**src/rtl/cluster_pwr_pkg.sv**
```systemverilog
// Shared types and the state-to-output decode for the cluster power/isolation sequencer.
package cluster_pwr_pkg;

    typedef enum logic [3:0] {
        ST_OFF       = 4'd0,
        ST_UP_SW     = 4'd1,
        ST_UP_SETTLE = 4'd2,
        ST_UP_CLK    = 4'd3,
        ST_UP_RST    = 4'd4,
        ST_ON        = 4'd5,
        ST_DN_CLAMP  = 4'd6,
        ST_DN_GATE   = 4'd7,
        ST_DN_SW     = 4'd8
    } cluster_pwr_state_e;

    typedef struct packed {
        logic clamp;
        logic clk_en;
        logic rst_n;
        logic sw_en;
    } cluster_pwr_out_t;

    // Output levels held in the domain-off condition (also the reset values).
    localparam cluster_pwr_out_t CLUSTER_PWR_OUT_OFF = '{clamp: 1'b1, clk_en: 1'b0, rst_n: 1'b0, sw_en: 1'b0};

    // Per-state clamp/clk_en/rst_n/sw_en levels; unknown encodings fall back to fully off.
    function automatic cluster_pwr_out_t cluster_pwr_decode(input cluster_pwr_state_e st);
        cluster_pwr_out_t o;
        o = CLUSTER_PWR_OUT_OFF;
        case (st)
            ST_OFF:       o = '{clamp: 1'b1, clk_en: 1'b0, rst_n: 1'b0, sw_en: 1'b0};
            ST_UP_SW:     o = '{clamp: 1'b1, clk_en: 1'b0, rst_n: 1'b0, sw_en: 1'b1};
            ST_UP_SETTLE: o = '{clamp: 1'b1, clk_en: 1'b0, rst_n: 1'b0, sw_en: 1'b1};
            ST_UP_CLK:    o = '{clamp: 1'b1, clk_en: 1'b1, rst_n: 1'b0, sw_en: 1'b1};
            ST_UP_RST:    o = '{clamp: 1'b1, clk_en: 1'b1, rst_n: 1'b1, sw_en: 1'b1};
            ST_ON:        o = '{clamp: 1'b0, clk_en: 1'b1, rst_n: 1'b1, sw_en: 1'b1};
            ST_DN_CLAMP:  o = '{clamp: 1'b1, clk_en: 1'b1, rst_n: 1'b1, sw_en: 1'b1};
            ST_DN_GATE:   o = '{clamp: 1'b1, clk_en: 1'b0, rst_n: 1'b0, sw_en: 1'b1};
            ST_DN_SW:     o = '{clamp: 1'b1, clk_en: 1'b0, rst_n: 1'b0, sw_en: 1'b0};
            default:      o = CLUSTER_PWR_OUT_OFF;
        endcase
        return o;
    endfunction

    // True for every state that belongs to a sequence in progress.
    function automatic logic cluster_pwr_is_busy(input cluster_pwr_state_e st);
        return (st != ST_OFF) && (st != ST_ON);
    endfunction

endpackage

```
**src/rtl/cluster_pwr_dly_cnt.sv**
```systemverilog
// Loadable down-counter with a registered done pulse.
// Loading N makes done_o high during the N-th cycle after the load edge,
// so a state that loads on entry and leaves on done_o lasts exactly N cycles.
module cluster_pwr_dly_cnt #(
    parameter int unsigned WIDTH = 4
) (
    input  logic             clk_i,
    input  logic             rst_ni,
    input  logic             load_i,
    input  logic [WIDTH-1:0] load_val_i,
    output logic             done_o
);

    logic [WIDTH-1:0] cnt_q, cnt_d;
    logic             done_q;

    // Next count: load wins, otherwise run down and stop at zero.
    always_comb begin
        cnt_d = cnt_q;
        if (load_i) begin
            cnt_d = load_val_i;
        end else if (cnt_q != '0) begin
            cnt_d = cnt_q - WIDTH'(1);
        end
    end

    // Count register and done flag (done tracks count == 1).
    always_ff @(posedge clk_i or negedge rst_ni) begin
        if (!rst_ni) begin
            cnt_q  <= '0;
            done_q <= 1'b0;
        end else begin
            cnt_q  <= cnt_d;
            done_q <= (cnt_d == WIDTH'(1));
        end
    end

    assign done_o = done_q;

endmodule

```
**src/rtl/cluster_pwr_iso_ctrl.sv**
```systemverilog
// Power-up/power-down sequencer for one switchable cluster domain: drives the
// output clamps, clock gate, cluster reset and power-switch chain.
// Optional feature macro: CLUSTER_PWR_ISO_TIMEOUT_EN (power-switch ack timeout
// with sticky err_o; without it the switch states wait forever and err_o is 0).
module cluster_pwr_iso_ctrl
    import cluster_pwr_pkg::*;
#(
    parameter int unsigned SETTLE_CYCLES  = 8,
    parameter int unsigned TIMEOUT_CYCLES = 1024
) (
    input  logic clk_i,
    input  logic rst_ni,
    input  logic pwr_req_i,
    output logic pwr_ack_o,
    output logic busy_o,
    output logic clamp_o,
    output logic clk_en_o,
    output logic cluster_rst_no,
    output logic pwr_sw_en_o,
    input  logic pwr_sw_ack_i,
    output logic err_o
);

    localparam int unsigned SETTLE_W = $clog2(SETTLE_CYCLES + 1);

    // Reject out-of-range configurations at elaboration.
    if (SETTLE_CYCLES < 1 || TIMEOUT_CYCLES < 1) begin : g_bad_param
        $error("cluster_pwr_iso_ctrl: SETTLE_CYCLES and TIMEOUT_CYCLES must be >= 1");
    end

    cluster_pwr_state_e state_q, state_d;
    cluster_pwr_out_t   out_d;
    logic               entry_c;
    logic               settle_done;
    logic               req_ok_c;
    logic               clamp_q, clk_en_q, rst_n_q, sw_en_q, ack_q, busy_q;

    // Any state change reloads the settle counter so timed states start fresh.
    assign entry_c = (state_d != state_q);

    cluster_pwr_dly_cnt #(
        .WIDTH (SETTLE_W)
    ) u_settle_cnt (
        .clk_i      (clk_i),
        .rst_ni     (rst_ni),
        .load_i     (entry_c),
        .load_val_i (SETTLE_W'(SETTLE_CYCLES)),
        .done_o     (settle_done)
    );

`ifdef CLUSTER_PWR_ISO_TIMEOUT_EN
    localparam int unsigned TMO_W = $clog2(TIMEOUT_CYCLES + 1);

    logic err_q;
    logic tmo_done;
    logic tmo_load_c;
    logic tmo_fire_c;

    // Timeout window restarts on entry to either switch-wait state.
    assign tmo_load_c = entry_c && ((state_d == ST_UP_SW) || (state_d == ST_DN_SW));

    cluster_pwr_dly_cnt #(
        .WIDTH (TMO_W)
    ) u_tmo_cnt (
        .clk_i      (clk_i),
        .rst_ni     (rst_ni),
        .load_i     (tmo_load_c),
        .load_val_i (TMO_W'(TIMEOUT_CYCLES)),
        .done_o     (tmo_done)
    );

    // Timeout fires only while still waiting for the expected ack level.
    assign tmo_fire_c = tmo_done &&
                        (((state_q == ST_UP_SW) && !pwr_sw_ack_i) ||
                         ((state_q == ST_DN_SW) &&  pwr_sw_ack_i));

    // Sticky error flag, cleared only by reset.
    always_ff @(posedge clk_i or negedge rst_ni) begin
        if (!rst_ni) begin
            err_q <= 1'b0;
        end else if (tmo_fire_c) begin
            err_q <= 1'b1;
        end
    end

    assign req_ok_c = !err_q;
    assign err_o    = err_q;
`else
    assign req_ok_c = 1'b1;
    assign err_o    = 1'b0;
`endif

    // Next-state decode; the request is only looked at in OFF and ON.
    always_comb begin
        state_d = state_q;
        case (state_q)
            ST_OFF:       if (pwr_req_i && req_ok_c) state_d = ST_UP_SW;
            ST_UP_SW: begin
                if (pwr_sw_ack_i) begin
                    state_d = ST_UP_SETTLE;
                end
`ifdef CLUSTER_PWR_ISO_TIMEOUT_EN
                else if (tmo_fire_c) begin
                    state_d = ST_OFF;
                end
`endif
            end
            ST_UP_SETTLE: if (settle_done) state_d = ST_UP_CLK;
            ST_UP_CLK:    if (settle_done) state_d = ST_UP_RST;
            ST_UP_RST:    state_d = ST_ON;
            ST_ON:        if (!pwr_req_i) state_d = ST_DN_CLAMP;
            ST_DN_CLAMP:  if (settle_done) state_d = ST_DN_GATE;
            ST_DN_GATE:   state_d = ST_DN_SW;
            ST_DN_SW: begin
                if (!pwr_sw_ack_i) begin
                    state_d = ST_OFF;
                end
`ifdef CLUSTER_PWR_ISO_TIMEOUT_EN
                else if (tmo_fire_c) begin
                    state_d = ST_OFF;
                end
`endif
            end
            default:      state_d = ST_OFF;
        endcase
    end

    assign out_d = cluster_pwr_decode(state_d);

    // State and output flops loaded from the next-state decode (glitch-free outputs).
    always_ff @(posedge clk_i or negedge rst_ni) begin
        if (!rst_ni) begin
            state_q  <= ST_OFF;
            clamp_q  <= 1'b1;
            clk_en_q <= 1'b0;
            rst_n_q  <= 1'b0;
            sw_en_q  <= 1'b0;
            ack_q    <= 1'b0;
            busy_q   <= 1'b0;
        end else begin
            state_q  <= state_d;
            clamp_q  <= out_d.clamp;
            clk_en_q <= out_d.clk_en;
            rst_n_q  <= out_d.rst_n;
            sw_en_q  <= out_d.sw_en;
            ack_q    <= (state_d == ST_ON);
            busy_q   <= cluster_pwr_is_busy(state_d);
        end
    end

    assign clamp_o        = clamp_q;
    assign clk_en_o       = clk_en_q;
    assign cluster_rst_no = rst_n_q;
    assign pwr_sw_en_o    = sw_en_q;
    assign pwr_ack_o      = ack_q;
    assign busy_o         = busy_q;

endmodule
```
**config.mk**
```make
export PLATFORM = sky130hd
export DESIGN_NAME = cluster_pwr_iso_ctrl
export DESIGN_NICKNAME = d
export VERILOG_FILES = /design/src/rtl/cluster_pwr_pkg.sv /design/src/rtl/cluster_pwr_dly_cnt.sv /design/src/rtl/cluster_pwr_iso_ctrl.sv
export SDC_FILE = /design/constraint.sdc
export NUM_CORES = 1
export LEC_CHECK = 0
export CORE_MARGIN = 2
export CORE_UTILIZATION = 52
export DETAILED_ROUTE_END_ITERATION = 6
export GPL_ROUTABILITY_DRIVEN = 1
export GPL_TIMING_DRIVEN = 0
export PLACE_DENSITY = 0.85
export SKIP_CTS_REPAIR_TIMING = 1
export SLEW_MARGIN = 20
export SYNTH_ARGS = -nofsm -noshare
export SYNTH_HDL_FRONTEND = slang
export SYNTH_HIERARCHICAL = 1
export SYNTH_SLANG_ARGS = --single-unit
```
**constraint.sdc**
```tcl
create_clock -name clk_i -period 3 [get_ports clk_i]
set_clock_uncertainty 0.1 [all_clocks]
set_input_delay 0.45 -clock clk_i [delete_from_list [all_inputs] [get_ports clk_i]]
set_output_delay 0.45 -clock clk_i [all_outputs]
set_load 0.01 [all_outputs]
```
======== Yosys cells after proc, flatten, opt, wreduce, memory -nomap -nowiden ========
Memory sizes are Yosys's and may differ from the RTL's. A register that Yosys moved wholly into a read port is not among the register bits.
Cells that the tools add are included.
storage, ports and cells
  word-level logic and storage cells ...... 34
  memories kept ........................... 1
  latch bits .............................. 0
  output and inout port bits .............. 7
  bits in read-only memories .............. 64
  bits of input ports ..................... 4
  RAM bits ................................ 0
  bits in registers ....................... 11
memories
  memory           depth  width  read ports  clocked after memory_dff  wr ports  line                   source
  (no name shown)  16     4      1           1                         0         cluster_pwr_pkg.sv:30  case (st)
operators by class
  muxes and demuxes ....................... 10
  reductions and logical operators ........ 5
  add/sub/neg operators ................... 1
  equality and inequality tests ........... 12
  shifts and indexed selects .............. 0
  $lt $le $gt $ge ......................... 0
  $mul .................................... 0
  bitwise logic cells ..................... 0
  div/mod/pow operators ................... 0
operators by type and width
  kind                                              number
  2-to-1 mux 4 bit                                  9
  one-hot mux 4 bit (9 select lines)                1
  == test 4 x 3 -> 1 bit, second input constant     5
  == test 4 x 1 -> 1 bit, second input constant     2
  == test 4 x 2 -> 1 bit, second input constant     2
  nonzero test 4 bit                                2
  == test 4 bit, second input constant              1
  zero test 4 bit                                   1
  != test 4 x 3 -> 1 bit, second input constant     1
  != test 4 bit                                     1
  subtractor 4 x 1 -> 4 bit, second input constant  1
  logical AND 1 bit                                 1
  zero test 1 bit                                   1

======== Logic depth before layout (Yosys ltp) ========
  word-level depth ........................ 5
  depth in mapped cells ................... 9
  mapped depth without buffers ............ 8

======== Hierarchy ========
The synthesis kept the hierarchy.
by module, submodules not included
  module                instances  sequential area each (um^2)  area an instance (um^2)  cells an instance
  cluster_pwr_iso_ctrl  1          251.5                        575.6                    58
  cluster_pwr_dly_cnt   1          125.1                        272.8                    25

======== Worst setup path after synthesis ========
Ideal clock, no wire load.
  path kind ............................... register to register
  start point ............................. reg state_q[1]
  end point ............................... reg u_settle_cnt.done_q, in the netlist u_settle_cnt/done_o
  data required time ...................... 2.805 ns
  path slack .............................. 0.626 ns
  stages on the path, launching flop included .. 9
  setup time .............................. 0.095 ns
  clock period less this slack ............ 2.374 ns
  data arrival time ....................... 2.179 ns
  buffers on the path ..................... 1
  path through ............................ dfrtp_1 > buf_6 > nor2b_4 > or4b_4 > nand4_4 > o211ai_1 > nand3b_1 > mux2_2 > nor4b_2
between the ends
  word-level cells in the longest chain between the ends .. 5
  elaborated cells on any way between the ends .. 20
  those cells by class .................... eq/ne (10); mux (9); reduce/logical (1)
ends and longest elaborated chain
  what                                    line                         source
  from (decl)                             cluster_pwr_iso_ctrl.sv:31   cluster_pwr_state_e state_q, state_d;
  from (signal assigned)                  cluster_pwr_iso_ctrl.sv:141  state_q <= state_d;
  == test 4 bit (tied with other cells)   cluster_pwr_iso_ctrl.sv:96   case (state_q)
  one-hot mux 4 bit (9 select lines) (*)  cluster_pwr_iso_ctrl.sv:96
  named net state_d[0]                    cluster_pwr_iso_ctrl.sv:31
  != test 4 bit (*)                       cluster_pwr_iso_ctrl.sv:39   assign entry_c = (state_d != state_q);
  named net entry_c                       cluster_pwr_iso_ctrl.sv:33   logic entry_c;
  2-to-1 mux 4 bit (*)                    cluster_pwr_dly_cnt.sv:20    if (load_i) begin
  named net u_settle_cnt.cnt_d[2]         cluster_pwr_dly_cnt.sv:14    logic [WIDTH-1:0] cnt_q, cnt_d;
  == test 4 x 1 -> 1 bit (*)              cluster_pwr_dly_cnt.sv:34    done_q <= (cnt_d == WIDTH'(1));
  to (signal assigned)                    cluster_pwr_dly_cnt.sv:34
  to (decl)                               cluster_pwr_dly_cnt.sv:15    logic done_q;
Mark *: on every way through the listed nets, which the timed path passes. The rest lies on a longest branch.

======== Worst setup path after layout ========
  start point ............................. in pwr_req_i
  end point ............................... reg u_settle_cnt.done_q, in the netlist u_settle_cnt/done_o
between the ends
  word-level cells in the longest chain between the ends .. 5
  elaborated cells on any way between the ends .. 6
  those cells by class .................... eq/ne (2); mux (4)
ends and longest elaborated chain
  what                                        line                                                     source
  from (decl)                                 cluster_pwr_iso_ctrl.sv:13                               input logic pwr_req_i,
  2-to-1 mux 4 bit, on equally long branches  cluster_pwr_iso_ctrl.sv:111, cluster_pwr_iso_ctrl.sv:97
  one-hot mux 4 bit (9 select lines) (*)      cluster_pwr_iso_ctrl.sv:96
  named net state_d[0]                        cluster_pwr_iso_ctrl.sv:31
  != test 4 bit (*)                           cluster_pwr_iso_ctrl.sv:39
  named net entry_c                           cluster_pwr_iso_ctrl.sv:33
  2-to-1 mux 4 bit (*)                        cluster_pwr_dly_cnt.sv:20
  named net u_settle_cnt.cnt_d[2]             cluster_pwr_dly_cnt.sv:14
  == test 4 x 1 -> 1 bit (*)                  cluster_pwr_dly_cnt.sv:34
Marks and branches as above.

==> metrics.log <==
INFO  metric timing.setup.critical_path_class = primary input to flop
INFO  metric grt_setup_unrepaired = no
INFO  metric synth-edff-count = 0
INFO  metric seqPwrFrac = 30.1%
INFO  metric via_per_inst = 5.50
INFO  metric syn_avg_cell_area = 10.2 um2
INFO  metric arrival = 2.68 ns
INFO  metric cts_inserted_buffers = 3
INFO  metric drt_pre_antenna_iters = 4
INFO  metric share_of_the_synthesized_area_in_compound_gates_ao_oa_aoi_oai = 13.9%
INFO  metric final_cell_area = 997 um2
INFO  metric synth_area_leaders = sky130_fd_sc_hd__dfrtp_1 41%, sky130_fd_sc_hd__nand2_1 3.5%, sky130_fd_sc_hd__dfstp_2 3.1%
INFO  metric floorplan.core_area = 1520 um2
INFO  metric ff_latch_count_synth = 15
INFO  metric first_iter_violations = 11
INFO  metric synthTopCellsByCount = 14 x sky130_fd_sc_hd__dfrtp_1, 8 x sky130_fd_sc_hd__nand2_1, 6 x sky130_fd_sc_hd__inv_1, 6 x sky130_fd_sc_hd__nor2_1, 4 x sky130_fd_sc_hd__o21ai_0
INFO  metric clock_insertion_delay_at_the_later_pin_of_the_skew_report = 0.28 ns
INFO  metric maxClockFrequency = 387 MHz
INFO  metric setup.worst_path.start_class = primary input
INFO  metric floorplan.initialDensity = 55.7%
INFO  metric cts_tree = yes
INFO  metric share_of_synthesized_registers_carrying_an_async_set_or_reset = 100%
INFO  metric max_cap_violations = 0
INFO  metric largest_fanout_on_the_critical_path = 7
INFO  metric yosysSeqAreaShare = 44.4%
INFO  metric required = 3.09 ns
INFO  metric yosys.area_share.adder = 1.47%
INFO  metric synth_xor_area_share = 1.03%
INFO  metric avgRoutedWirePerCell = 12.5 um
INFO  metric power_per_cell_area = 1100 nW/um2
INFO  metric setup.worst_path.start = pwr_req_i
INFO  metric number_of_standard_cell_rows_in_the_floorplan = 14
INFO  metric proportion_of_netlist_area_held_by_the_largest_area_contributor = 41.3%
INFO  metric utilization = 65.4%
INFO  metric fin_setup_tns = 0 ns
INFO  metric detail_route.drc_violations = 0
INFO  metric h-tree-depth = 1
INFO  metric outcome = complete, no violations
INFO  metric antenna_cells = 0
INFO  metric die-height = 44.4 um
INFO  metric hpwl = 1.08 mm
INFO  metric period_minus_slack = 2.59 ns
INFO  metric power.leakage = 0.432 nW
INFO  metric die_wd = 44.4 um
INFO  metric netlist_area = 848 um2
INFO  metric maxSlewViolCount = 0
INFO  metric synth.most_common_cell = sky130_fd_sc_hd__dfrtp_1
INFO  metric largest_family_of_logic_cells_by_synthesized_area = simple AND/OR/NAND/NOR gates
INFO  metric fin_nets = 105
INFO  metric route.top_layer_used = met4
INFO  metric grt_first_pass_wirelength = 2.50 mm
INFO  metric combinationalPowerShare = 59.7%
INFO  metric holdCritPathClass = primary input to asynchronous set/reset pin
INFO  metric layout-drive-gt1-share = 22.2%
INFO  metric postPlaceCellArea = 970 um2
INFO  metric n_fill_cell = 118
INFO  metric cts.sink_count = 15
INFO  metric worst_rel_slew_slack = 58.7%
INFO  metric synthDistinctLibCells = 41
INFO  metric switching_share = 42.1%
INFO  metric maximum_buffer_depth_of_the_clock_tree = 2
INFO  metric synth_largest_area_cell = sky130_fd_sc_hd__dfrtp_1
INFO  metric ys_dominant_reg_cell = sky130_fd_sc_hd__dfrtp_1
INFO  metric met1_length = 647 um
INFO  metric setup_viol = 0
INFO  metric total_switching_power = 462 uW
INFO  metric final.period_utilization = 86.2%
INFO  metric total_routed_length = 1.44 mm
INFO  metric routed-wl-met2 = 700 um
INFO  metric ant_nets_after_route = 0
INFO  metric via_count = 632
INFO  metric pin_count_of_the_biggest_net_entering_global_routing = 16
INFO  metric cts-root-buf = sky130_fd_sc_hd__clkbuf_4
INFO  metric clock_transition_at_the_registers_of_the_reported_paths = 0.08 ns
INFO  metric p_int = 635 uW
INFO  metric critical_r2r_launch = state_q[1]$_DFF_PN0_
INFO  metric grt_pass1_vias = 581
INFO  metric met3WireLength = 75 um
INFO  metric post_synthesis_simple_gate_area_fraction = 27.4%
INFO  metric yosysWarningCount = 6
INFO  metric crit_path_end_kind = flop
INFO  metric post_synth_inst_count = 83
INFO  metric finalHoldViolCount = 0
INFO  metric portBuffers = 9
INFO  metric grtUsageTotal = 17.0%
INFO  metric grt_remaining_overflow = 0
INFO  metric dieArea = 1970 um2
INFO  metric worstMarginPinSlew = 0.618 ns
INFO  metric gp_congestion = 0.780
INFO  metric syn_to_final_growth = 17.6%
INFO  metric num_io_pins = 11
INFO  metric vdd_ir_drop_max = 686 uV
INFO  metric antenna_violations_before_repair = 0
INFO  metric share_clk_of_total_power = 10.2%
INFO  metric multiplexer_share_of_the_synthesized_area = 3.83%
==> worst paths after layout <==
kind                                              endpoint  slack, ns  depth (start not counted)
setup / recovery             u_settle_cnt/done_o$_DFF_PN0_       0.41                          8
hold / removal                        state_q[2]$_DFF_PN0_       0.45                          1
setup reg to reg             u_settle_cnt/done_o$_DFF_PN0_       0.44                          8
hold reg to reg                       state_q[0]$_DFF_PN0_       0.60                          2
max in group asynchronous  u_settle_cnt/cnt_q[2]$_DFF_PN0_       1.96                          1
min in group clk_i                    state_q[0]$_DFF_PN0_       0.60                          2
==> layout by cell type, fill, tap and decap left out, types with 3 or more instances in the layout <==
cell	n
sky130_fd_sc_hd__buf_2	3
sky130_fd_sc_hd__clkbuf_4	3
sky130_fd_sc_hd__clkdlybuf4s50_1	9
sky130_fd_sc_hd__conb_1	5
sky130_fd_sc_hd__dfrtp_1	14
sky130_fd_sc_hd__inv_1	6
sky130_fd_sc_hd__nand2_1	8
sky130_fd_sc_hd__nand3b_1	3
sky130_fd_sc_hd__nor2_1	6
sky130_fd_sc_hd__o21ai_0	4
==> area by class of cell <==
| cell class | count | area (um2) | share of cell area, % |
|---|---|---|---|
| multi-input combinational | 59 | 423 | 42.4 |
| sequential | 15 | 377 | 37.8 |
| clock buffer | 3 | 22.5 | 2.26 |
| timing repair buffer | 9 | 90.1 | 9.03 |
| clock inverter | 1 | 5.00 | 0.502 |
| buffer | 5 | 33.8 | 3.39 |
| inverter | 7 | 26.3 | 2.63 |
| tap | 16 | 20.0 | 2.01 |
==> cell families after synthesis <==
kind of cell	count (synthesis)
muxes	3
DFF	15
and+or+nand+nor	33
buffers and inverters	12
adders and majority gates	1
xor gates and xnor gates	1
AOI/OAI and AO/OA	16
other	2
==> power groups by stage <==
stage / clock network [mW] / registers (mW) / logic (mW)
floorplan: 0 / 0.340 / 0.495
global placement: 0 / 0.331 / 0.629
detailed placement: 0 / 0.334 / 0.657
CTS: 0.118 / 0.330 / 0.660
global route: 0.127 / 0.337 / 0.727
finish: 0.112 / 0.330 / 0.655
==> critical path, stage by stage <==
cell                              delay [ns]
sky130_fd_sc_hd__clkdlybuf4s50_1        0.49
sky130_fd_sc_hd__nor4bb_1               0.32
sky130_fd_sc_hd__nand2_1                0.17
sky130_fd_sc_hd__nand4_4                0.16
sky130_fd_sc_hd__o211ai_1               0.12
sky130_fd_sc_hd__nand3b_1               0.30
sky130_fd_sc_hd__mux2_2                 0.40
sky130_fd_sc_hd__nor4b_2                0.26
==> routing by layer <==
| metal | global-route usage [%] | up-vias |
|---|---|---|
| met3 | 1.63 | 2 |
| met4 | 7.27 | 0 |
| met2 | 27.4 | 13 |
| met5 | 0 | - |
| li1 | - | 315 |
| met1 | 23.5 | 302 |
==> registers in the layout (all words and copies together) (netlist names) <==
signal / flops
busy_o: 1
state_q: 4
u_settle_cnt/cnt_q: 4
u_settle_cnt/done_o: 1
pwr_sw_en_o: 1
pwr_ack_o: 1
clamp_o: 1
clk_en_o: 1
cluster_rst_no: 1
==> through the flow <==
step / cells / hold WS [ns] / setup WS, ns / power (mW)
global route: 115 / 0.503 / 0.212 / 1.19
global placement: 111 / 0.572 / 0.175 / 0.959
floorplan: 86 / 0.0544 / 0.626 / 0.834
CTS: 115 / 0.462 / 0.427 / 1.11
detailed placement: 111 / 0.582 / 0.125 / 0.991
finish: 115 / 0.449 / 0.413 / 1.10
(Power assumes the default switching activity.)
